**src/rtl/vend_pkg.sv**
```systemverilog
// vend_pkg: definitions shared by the vending-machine front end and its FSM.
//   - 2-bit coin codes driven on D_out / accepted on the FSM's D_in
//   - issue FSM state type for coin_input_conditioner
//   - default debounce length
package vend_pkg;

  typedef logic [1:0] coin_code_t;

  localparam coin_code_t COIN_NONE = 2'b00;
  localparam coin_code_t COIN_HALF = 2'b01;
  localparam coin_code_t COIN_ONE  = 2'b10;
  localparam coin_code_t COIN_BOTH = 2'b11;

  // IDLE: nothing waiting. HOLD: one code parked in pend until the gate opens.
  typedef enum logic {
    IDLE = 1'b0,
    HOLD = 1'b1
  } issue_state_t;

  localparam int unsigned DEB_CYCLES_DEF = 16;
  localparam int unsigned CNT_W_DEF      = 5;

  // Same-cycle events combine bitwise: half -> bit 0, one -> bit 1.
  function automatic coin_code_t merge_code(input logic half_ev, input logic one_ev);
    return {one_ev, half_ev};
  endfunction

endpackage

```
**src/rtl/coin_debounce.sv**
```systemverilog
// coin_debounce: conditions one raw coin switch.
//   Clk     in   system clock, rising edge
//   Reset_n in   synchronous active-low reset
//   raw     in   asynchronous, bouncy, active-high switch
//   deb     out  debounced level
//   rise    out  one-cycle pulse on the edge where deb goes 0 -> 1
// The raw input is brought in through a 2-flop synchroniser; the synced
// value must disagree with deb for DEB_CYCLES consecutive cycles before deb
// follows it.
module coin_debounce
  import vend_pkg::*;
#(
  parameter int unsigned DEB_CYCLES = DEB_CYCLES_DEF,
  parameter int unsigned CNT_W      = CNT_W_DEF
) (
  input  logic Clk,
  input  logic Reset_n,
  input  logic raw,
  output logic deb,
  output logic rise
);

  localparam logic [CNT_W-1:0] CNT_LAST = CNT_W'(DEB_CYCLES - 1);

  logic             sync_1;
  logic             sync_2;
  logic [CNT_W-1:0] cnt;

  always_ff @(posedge Clk) begin
    if (!Reset_n) begin
      sync_1 <= 1'b0;
      sync_2 <= 1'b0;
      deb    <= 1'b0;
      cnt    <= '0;
      rise   <= 1'b0;
    end else begin
      sync_1 <= raw;
      sync_2 <= sync_1;
      rise   <= 1'b0;
      if (sync_2 == deb) begin
        cnt <= '0;
      end else if (cnt == CNT_LAST) begin
        deb  <= sync_2;
        cnt  <= '0;
        // Event only on a press; a release settles silently.
        rise <= sync_2;
      end else begin
        cnt <= cnt + 1'b1;
      end
    end
  end

endmodule

```
**src/rtl/coin_input_conditioner.sv**
```systemverilog
// coin_input_conditioner: front end of the vending Moore FSM.
//   Clk            in   system clock, rising edge
//   Reset_n        in   synchronous active-low reset
//   Coin_half_raw  in   raw half-unit coin switch (async, bouncy)
//   Coin_one_raw   in   raw one-unit coin switch (async, bouncy)
//   Vend_busy      in   downstream FSM is dispensing
//   D_out          out  registered 1-cycle coin code (00/01/10/11)
//   Coin_err       out  1-cycle pulse when a coin event is dropped
// Each switch is synchronised and debounced; settled presses become a
// one-cycle code. A code is only driven when the FSM is idle and the
// previous cycle's D_out was 00; one code can be parked while blocked.
module coin_input_conditioner
  import vend_pkg::*;
#(
  parameter int unsigned DEB_CYCLES = DEB_CYCLES_DEF,
  parameter int unsigned CNT_W      = CNT_W_DEF
) (
  input  logic       Clk,
  input  logic       Reset_n,
  input  logic       Coin_half_raw,
  input  logic       Coin_one_raw,
  input  logic       Vend_busy,
  output logic [1:0] D_out,
  output logic       Coin_err
);

  logic         half_deb;
  logic         half_rise;
  logic         one_deb;
  logic         one_rise;
  coin_code_t   code;
  logic         gate_open;
  logic         have_event;
  issue_state_t state;
  coin_code_t   pend;

  coin_debounce #(
    .DEB_CYCLES (DEB_CYCLES),
    .CNT_W      (CNT_W)
  ) u_half_deb (
    .Clk     (Clk),
    .Reset_n (Reset_n),
    .raw     (Coin_half_raw),
    .deb     (half_deb),
    .rise    (half_rise)
  );

  coin_debounce #(
    .DEB_CYCLES (DEB_CYCLES),
    .CNT_W      (CNT_W)
  ) u_one_deb (
    .Clk     (Clk),
    .Reset_n (Reset_n),
    .raw     (Coin_one_raw),
    .deb     (one_deb),
    .rise    (one_rise)
  );

  // rise is only ever set together with deb going high, so qualifying with
  // deb leaves the event unchanged.
  always_comb begin
    code       = merge_code(half_rise & half_deb, one_rise & one_deb);
    have_event = (code != COIN_NONE);
    gate_open  = !Vend_busy && (D_out == COIN_NONE);
  end

  always_ff @(posedge Clk) begin
    if (!Reset_n) begin
      state    <= IDLE;
      pend     <= COIN_NONE;
      D_out    <= COIN_NONE;
      Coin_err <= 1'b0;
    end else begin
      D_out    <= COIN_NONE;
      Coin_err <= 1'b0;
      case (state)
        IDLE: begin
          if (have_event) begin
            if (gate_open) begin
              D_out <= code;
            end else begin
              pend  <= code;
              state <= HOLD;
            end
          end
        end
        HOLD: begin
          if (gate_open) begin
            D_out <= pend;
            if (have_event) begin
              pend <= code;
            end else begin
              pend  <= COIN_NONE;
              state <= IDLE;
            end
          end else if (have_event) begin
            Coin_err <= 1'b1;
          end
        end
        default: begin
          state <= IDLE;
          pend  <= COIN_NONE;
        end
      endcase
    end
  end

endmodule
```
**config.mk**
```make
export PLATFORM = sky130hd
export DESIGN_NAME = coin_input_conditioner
export DESIGN_NICKNAME = d
export VERILOG_FILES = /design/src/rtl/vend_pkg.sv /design/src/rtl/coin_debounce.sv /design/src/rtl/coin_input_conditioner.sv
export SDC_FILE = /design/constraint.sdc
export NUM_CORES = 1
export LEC_CHECK = 0
export BUFFER_PORTS_ARGS = -buffer_cell sky130_fd_sc_hd__buf_2
export CAP_MARGIN = 10
export CORE_MARGIN = 8
export CORE_UTILIZATION = 30
export CTS_CLUSTER_SIZE = 40
export DETAILED_ROUTE_END_ITERATION = 6
export GPL_TIMING_DRIVEN = 0
export PLACE_DENSITY = 0.44
export SYNTH_ARGS = -nofsm -noshare
export SYNTH_HDL_FRONTEND = slang
export SYNTH_HIERARCHICAL = 1
export SYNTH_SLANG_ARGS = --single-unit
```
**constraint.sdc**
```tcl
create_clock -name Clk -period 2.2 [get_ports Clk]
set_input_delay 0 -clock Clk [delete_from_list [all_inputs] [get_ports Clk]]
set_output_delay 0 -clock Clk [all_outputs]
set_load 0.005 [all_outputs]
```
**Word level (Yosys, flattened, before mapping)**

Index checks and enable logic that the tools add are counted.

- Register bits: 24
- Bits in latches: 0
- RAM bits: 0
- Memory bits (read-only): 0
- Input port bits: 5
- Output and inout bits: 3
- Word-level logic and storage cells: 57
- Memories kept: 0

- Add/sub/neg operators: 2
- Multipliers: 0
- Divide/modulo/power cells: 0
- $lt $le $gt $ge: 0
- Eq/ne operators: 7
- Shifts and indexed selects: 0
- Multiplexer cells: 14
- Bitwise gates (word level): 8
- Reductions and logical operators: 12

Operators with widths:

| operator | count |
|---|---|
| $reduce_or A3 Y1 | 5 |
| $mux W2 | 7 |
| $add A5 B1 Y5 const B | 2 |
| $eq A5 B4 Y1 const B | 2 |
| $pmux W2 S2 | 2 |
| $ne A2 B2 Y1 const B | 3 |
| $not A1 Y1 | 6 |
| $mux W1 | 4 |
| $reduce_and A2 Y1 | 2 |
| $reduce_and A3 Y1 | 1 |
| $and A1 B1 Y1 | 2 |
| $eq A1 B1 Y1 | 2 |
| $logic_not A2 Y1 | 1 |
| $pmux W1 S2 | 1 |
| $reduce_bool A2 Y1 | 1 |
| $logic_and A1 B1 Y1 | 1 |
| $logic_not A1 Y1 | 1 |

**Logic depth before layout (Yosys ltp)**

- Depth after elaboration: 5
- Depth in mapped cells: 5
- Mapped depth without buffers: 5

**Hierarchy**

Netlist, hierarchy kept.

Modules (own cells, without submodules):

| module | instances | cells an instance | area an instance (sq um) | sequential area each (sq um) |
|---|---|---|---|---|
| coin_debounce | 2 | 29 | 320.3 | 180.2 |
| coin_input_conditioner | 1 | 32 | 306.5 | 120.1 |

**Worst setup path before layout**

Ideal clock, no wire load.

- Kind: flip-flop to flip-flop
- Start point: register u_half_deb.cnt[0]
- End point: register u_half_deb.cnt[2]
- Setup time: 0.064 ns
- Data arrival time: 1.184 ns
- Required time: 2.136 ns
- Path slack: 0.952 ns
- Cell stages (with the launch flop): 6
- Buffers on the path: 0
- Period minus slack after synthesis: 1.248 ns
- Path through: dfxtp_1 -> ha_1 -> and3_1 -> ha_1 -> nand3b_2 -> nor2_1

- Cells in the longest elaborated chain, start to end: 2
- Elaborated cells between the ends (all ways): 3
- Classes of those cells: 1 x add/sub; 1 x eq/ne; 1 x reduce/logical

Ends and longest elaborated chain:

| element | line | RTL |
|---|---|---|
| start: declaration | coin_debounce.sv:27 | `logic [CNT_W-1:0] cnt;` |
| start signal: assignment | coin_debounce.sv:48 | `cnt <= cnt + 1'b1;` |
| parallel branches: the longest is 2 deep, another holds $add A5 B1 Y5 | n/a |  |

Several ways; the timed one is not identified.
A chain may end at the register's enable or synchronous reset.

**Worst setup path in the final report**

- Start point: register u_one_deb.cnt[0]
- End point: register u_one_deb.cnt[2]

- Cells in the longest elaborated chain, start to end: 2
- Elaborated cells between the ends (all ways): 3
- Classes of those cells: 1 x add/sub; 1 x eq/ne; 1 x reduce/logical

Ends and longest elaborated chain:

| element | line |
|---|---|
| start: declaration | coin_debounce.sv:27 |
| start signal: assignment | coin_debounce.sv:48 |
| parallel branches: the longest is 2 deep, another holds $add A5 B1 Y5 | n/a |

Several ways; the timed one is not identified.

==> impl_summary.log <==
INFO  metric mostFrequentLayoutCell = dfxtp_1
INFO  metric postSynthRegisterBits = 24
INFO  metric worstPathArrival = 1.65 ns
INFO  metric combinational_power_share = 3.2%
INFO  metric outcome = finished, final reports clean
INFO  metric core.rowCount = 20
INFO  metric cts_inserted_buffers = 3
INFO  metric layout_common_cells = dfxtp_1, nor2_1, buf_2
INFO  metric critical_path_required = 2.46 ns
INFO  metric effective_utilization_at_floorplan = 31.3%
INFO  metric dieWidth = 72.2 um
INFO  metric antenna_violations_before_repair = 0
INFO  metric synth-edff-count = 0
INFO  metric p_leak = 0.436 nW
INFO  metric postSynth.topFlopCell = dfxtp_1
INFO  metric synth.yosys.warnings = 6
INFO  metric synthesis.area_per_instance = 10.5 sq um
INFO  metric area_delta_synth_final = 15.5%
INFO  metric nets = 113
INFO  metric dr.first_iter.drc_count = 55
INFO  metric worstSetupPathType = flip-flop to flip-flop
INFO  metric maximum_root_to_sink_buffer_count = 2
INFO  metric die_area = 5210 sq um
INFO  metric power_density = 633 nW/um^2
INFO  metric synth_top_area_share = 50.7%
INFO  metric yosys.area.top_type = dfxtp_1
INFO  metric clock_tree_from_tritoncts = yes
INFO  metric syn-cell-area = 947 sq um
INFO  metric hold_class = primary input to flip-flop
INFO  metric layout_min_cycle_time = 1.39 ns
INFO  metric place_hpwl = 1.10 mm
INFO  metric netlist_top_cells_area = dfxtp_1, ha_1, nor2_1
INFO  metric fin_skew = 0.00966 ns
INFO  metric synth_fp_nets = 99
INFO  metric power.share.switching = 20.5%
INFO  metric timing.critical_path.fanout_max = 5
INFO  metric final_layout_size_suffix_gt1_share = 20.4%
INFO  metric vias = 628
INFO  metric drt-total-wl = 1.49 mm
INFO  metric power_report.internal_total = 0.000551 W
INFO  metric vias_per_cell = 4.27
INFO  metric port_buffers = 7
INFO  metric final.setup.tns = 0 ns
INFO  metric post_drt_wl_per_cell = 10.1 um
INFO  metric max_slew.worst_pin.slew = 0.338 ns
INFO  metric synth-seq-area-share = 50.7%
INFO  metric final-max-slew-violation-count = 0
INFO  metric clkPwrFrac = 33.1%
INFO  metric grt_pass1_wl = 2.50 mm
INFO  metric synth.distinct_cells = 27
INFO  metric grt.overflow.total = 0
INFO  metric part_of_the_total_power_dissipated_in_sequential_elements = 63.7%
INFO  metric ctsResizeCount = 0
INFO  metric floorplan.core_area = 3030 sq um
INFO  metric gp_congestion = 0.780
INFO  metric htree_num_levels = 1
INFO  metric syn-instance-count = 90
INFO  metric startpoint_class = flip-flop
INFO  metric post-cts-setup-buffers = 0
INFO  metric drc_errors = 0
INFO  metric unrepaired_setup_endpoints_after_global_routing = no
INFO  metric async_flop_share = 0%
INFO  metric global_route.usage.total = 6.12%
INFO  metric antenna_cells = 0
INFO  metric timing.fmax = 720 MHz
INFO  metric worst_slew_margin_rel = 77.4%
INFO  metric drv_cap = 0
INFO  metric final_hold_viol_count = 0
INFO  metric fp.dieH = 72.2 um
INFO  metric switchingPower = 0.000142 W
INFO  metric drt.antenna.violating_nets = 0
INFO  metric drt_first_pass_iters = 4
INFO  metric grt_pass1_vias = 579
INFO  metric clock-root-buffer = clkbuf_4
INFO  metric layout_worst_path_cycle_share = 63.1%
INFO  metric report.final.setup_viol = 0
INFO  metric pin_count_of_the_biggest_net_entering_global_routing = 16
INFO  metric path_clk_slew = 0.13 ns
INFO  metric clk_latency = 0.31 ns
INFO  metric p_total = 0.000692 W
INFO  metric io-pin-count = 8
INFO  metric numClockSinks = 24
INFO  metric power.ir.vdd_worst = 0.246 mV
INFO  metric endpoint_kind = flip-flop
==> cells by family after synthesis <==
family | count (synthesis) | share of synthesized area, %
fa+ha+maj | 4 | 5.28
simple gates | 35 | 21.9
buf+inv | 6 | 2.38
flops | 24 | 50.7
compound gates | 11 | 8.85
mux | 4 | 5.28
xor+xnor | 6 | 5.55
==> sequential cells by signal, summed over array words and instances (netlist names) <==
| register | flops |
|---|---|
| u_half_deb/sync_1 | 1 |
| u_half_deb/sync_2 | 1 |
| state | 1 |
| u_one_deb/sync_1 | 1 |
| pend | 2 |
| u_one_deb/cnt | 5 |
| u_half_deb/rise | 1 |
| u_one_deb/rise | 1 |
| u_half_deb/deb | 1 |
| u_one_deb/sync_2 | 1 |
| D_out | 2 |
| u_one_deb/deb | 1 |
| Coin_err | 1 |
| u_half_deb/cnt | 5 |
==> path summary, 6_finish.rpt <==
check	startpoint	end	slack, ns	cells past startpoint
max	u_one_deb/cnt[0]$_SDFF_PP0_	u_one_deb/cnt[2]$_SDFF_PP0_	0.81	5
min	Reset_n	state$_SDFF_PN0_	0.03	2
max reg2reg	u_one_deb/cnt[0]$_SDFF_PP0_	u_one_deb/cnt[2]$_SDFF_PP0_	0.81	5
min reg2reg	u_half_deb/sync_1$_SDFF_PN0_	u_half_deb/sync_2$_SDFF_PN0_	0.45	1
==> critical path: stages, from the launching register on <==
cell and delay [ns]:
dfxtp_1 0.35, ha_1 0.22, and3_1 0.15, ha_1 0.21, nand3b_2 0.27, nor2_1 0.13
==> layout make-up <==
cell class	count	area, sq um
multi-input combinational	60	444
clock buffer	4	36.3
timing repair buffer	9	55.1
tap	44	55.1
sequential	24	480
inverter	6	22.5
fill	306	1930
==> per-stage QoR <==
stage | area [sq um] | setup WS (ns) | cells | util, % | hold slack [ns]
after global routing | 1090 | 0.707 | 147 | 36.1 | 0.0359
after CTS | 1090 | 0.801 | 147 | 36.1 | 0.0248
after detailed placement | 1040 | 0.817 | 141 | 34.3 | 0.210
after global placement | 1040 | 0.863 | 141 | 34.3 | 0.205
final | 1090 | 0.812 | 147 | 36.1 | 0.0295
after floorplan | 947 | 0.952 | 90 | - | 0.118
==> timing repair <==
action                                 in CTS  in global routing
setup endpoints to repair                   0                  0
endpoints found under the hold margin       2                  0
hold buffers                                2                  0
==> cell usage after synthesis, types with 2 or more instances <==
cell	instances
nor2_1	11
and4b_2	2
xnor2_1	2
mux2_4	2
and3_1	2
nand2_1	5
a21boi_0	2
and2_1	4
nand3b_2	2
mux2i_1	2
xor2_1	4
inv_1	6
nand3_1	2
o21ai_0	2
ha_1	4
o311ai_1	2
nor2b_1	2
and3_2	2
dfxtp_1	24
==> power by group through the flow <==
stage	registers [W]	logic (W)	clock network, W
2_1_floorplan	0.000451	0.0000103	0
3_3_place_gp	0.000451	0.0000193	0
3_5_place_dp	0.000451	0.0000198	0
4_1_cts	0.000441	0.0000225	0.000238
5_1_grt	0.000442	0.0000247	0.000256
6_report	0.000441	0.0000221	0.000229
==> per-layer routing <==
| layer | GRT usage [%] | routed length [um] | vias to the layer above |
|---|---|---|---|
| met4 | 4.76 | 29 | 0 |
| met1 | 7.33 | 764 | 278 |
| li1 | - | - | 332 |
| met2 | 8.63 | 596 | 14 |
| met5 | 0 | 0 | - |
| met3 | 2.20 | 101 | 4 |
No activity file was read; power rests on OpenSTA's default activity.
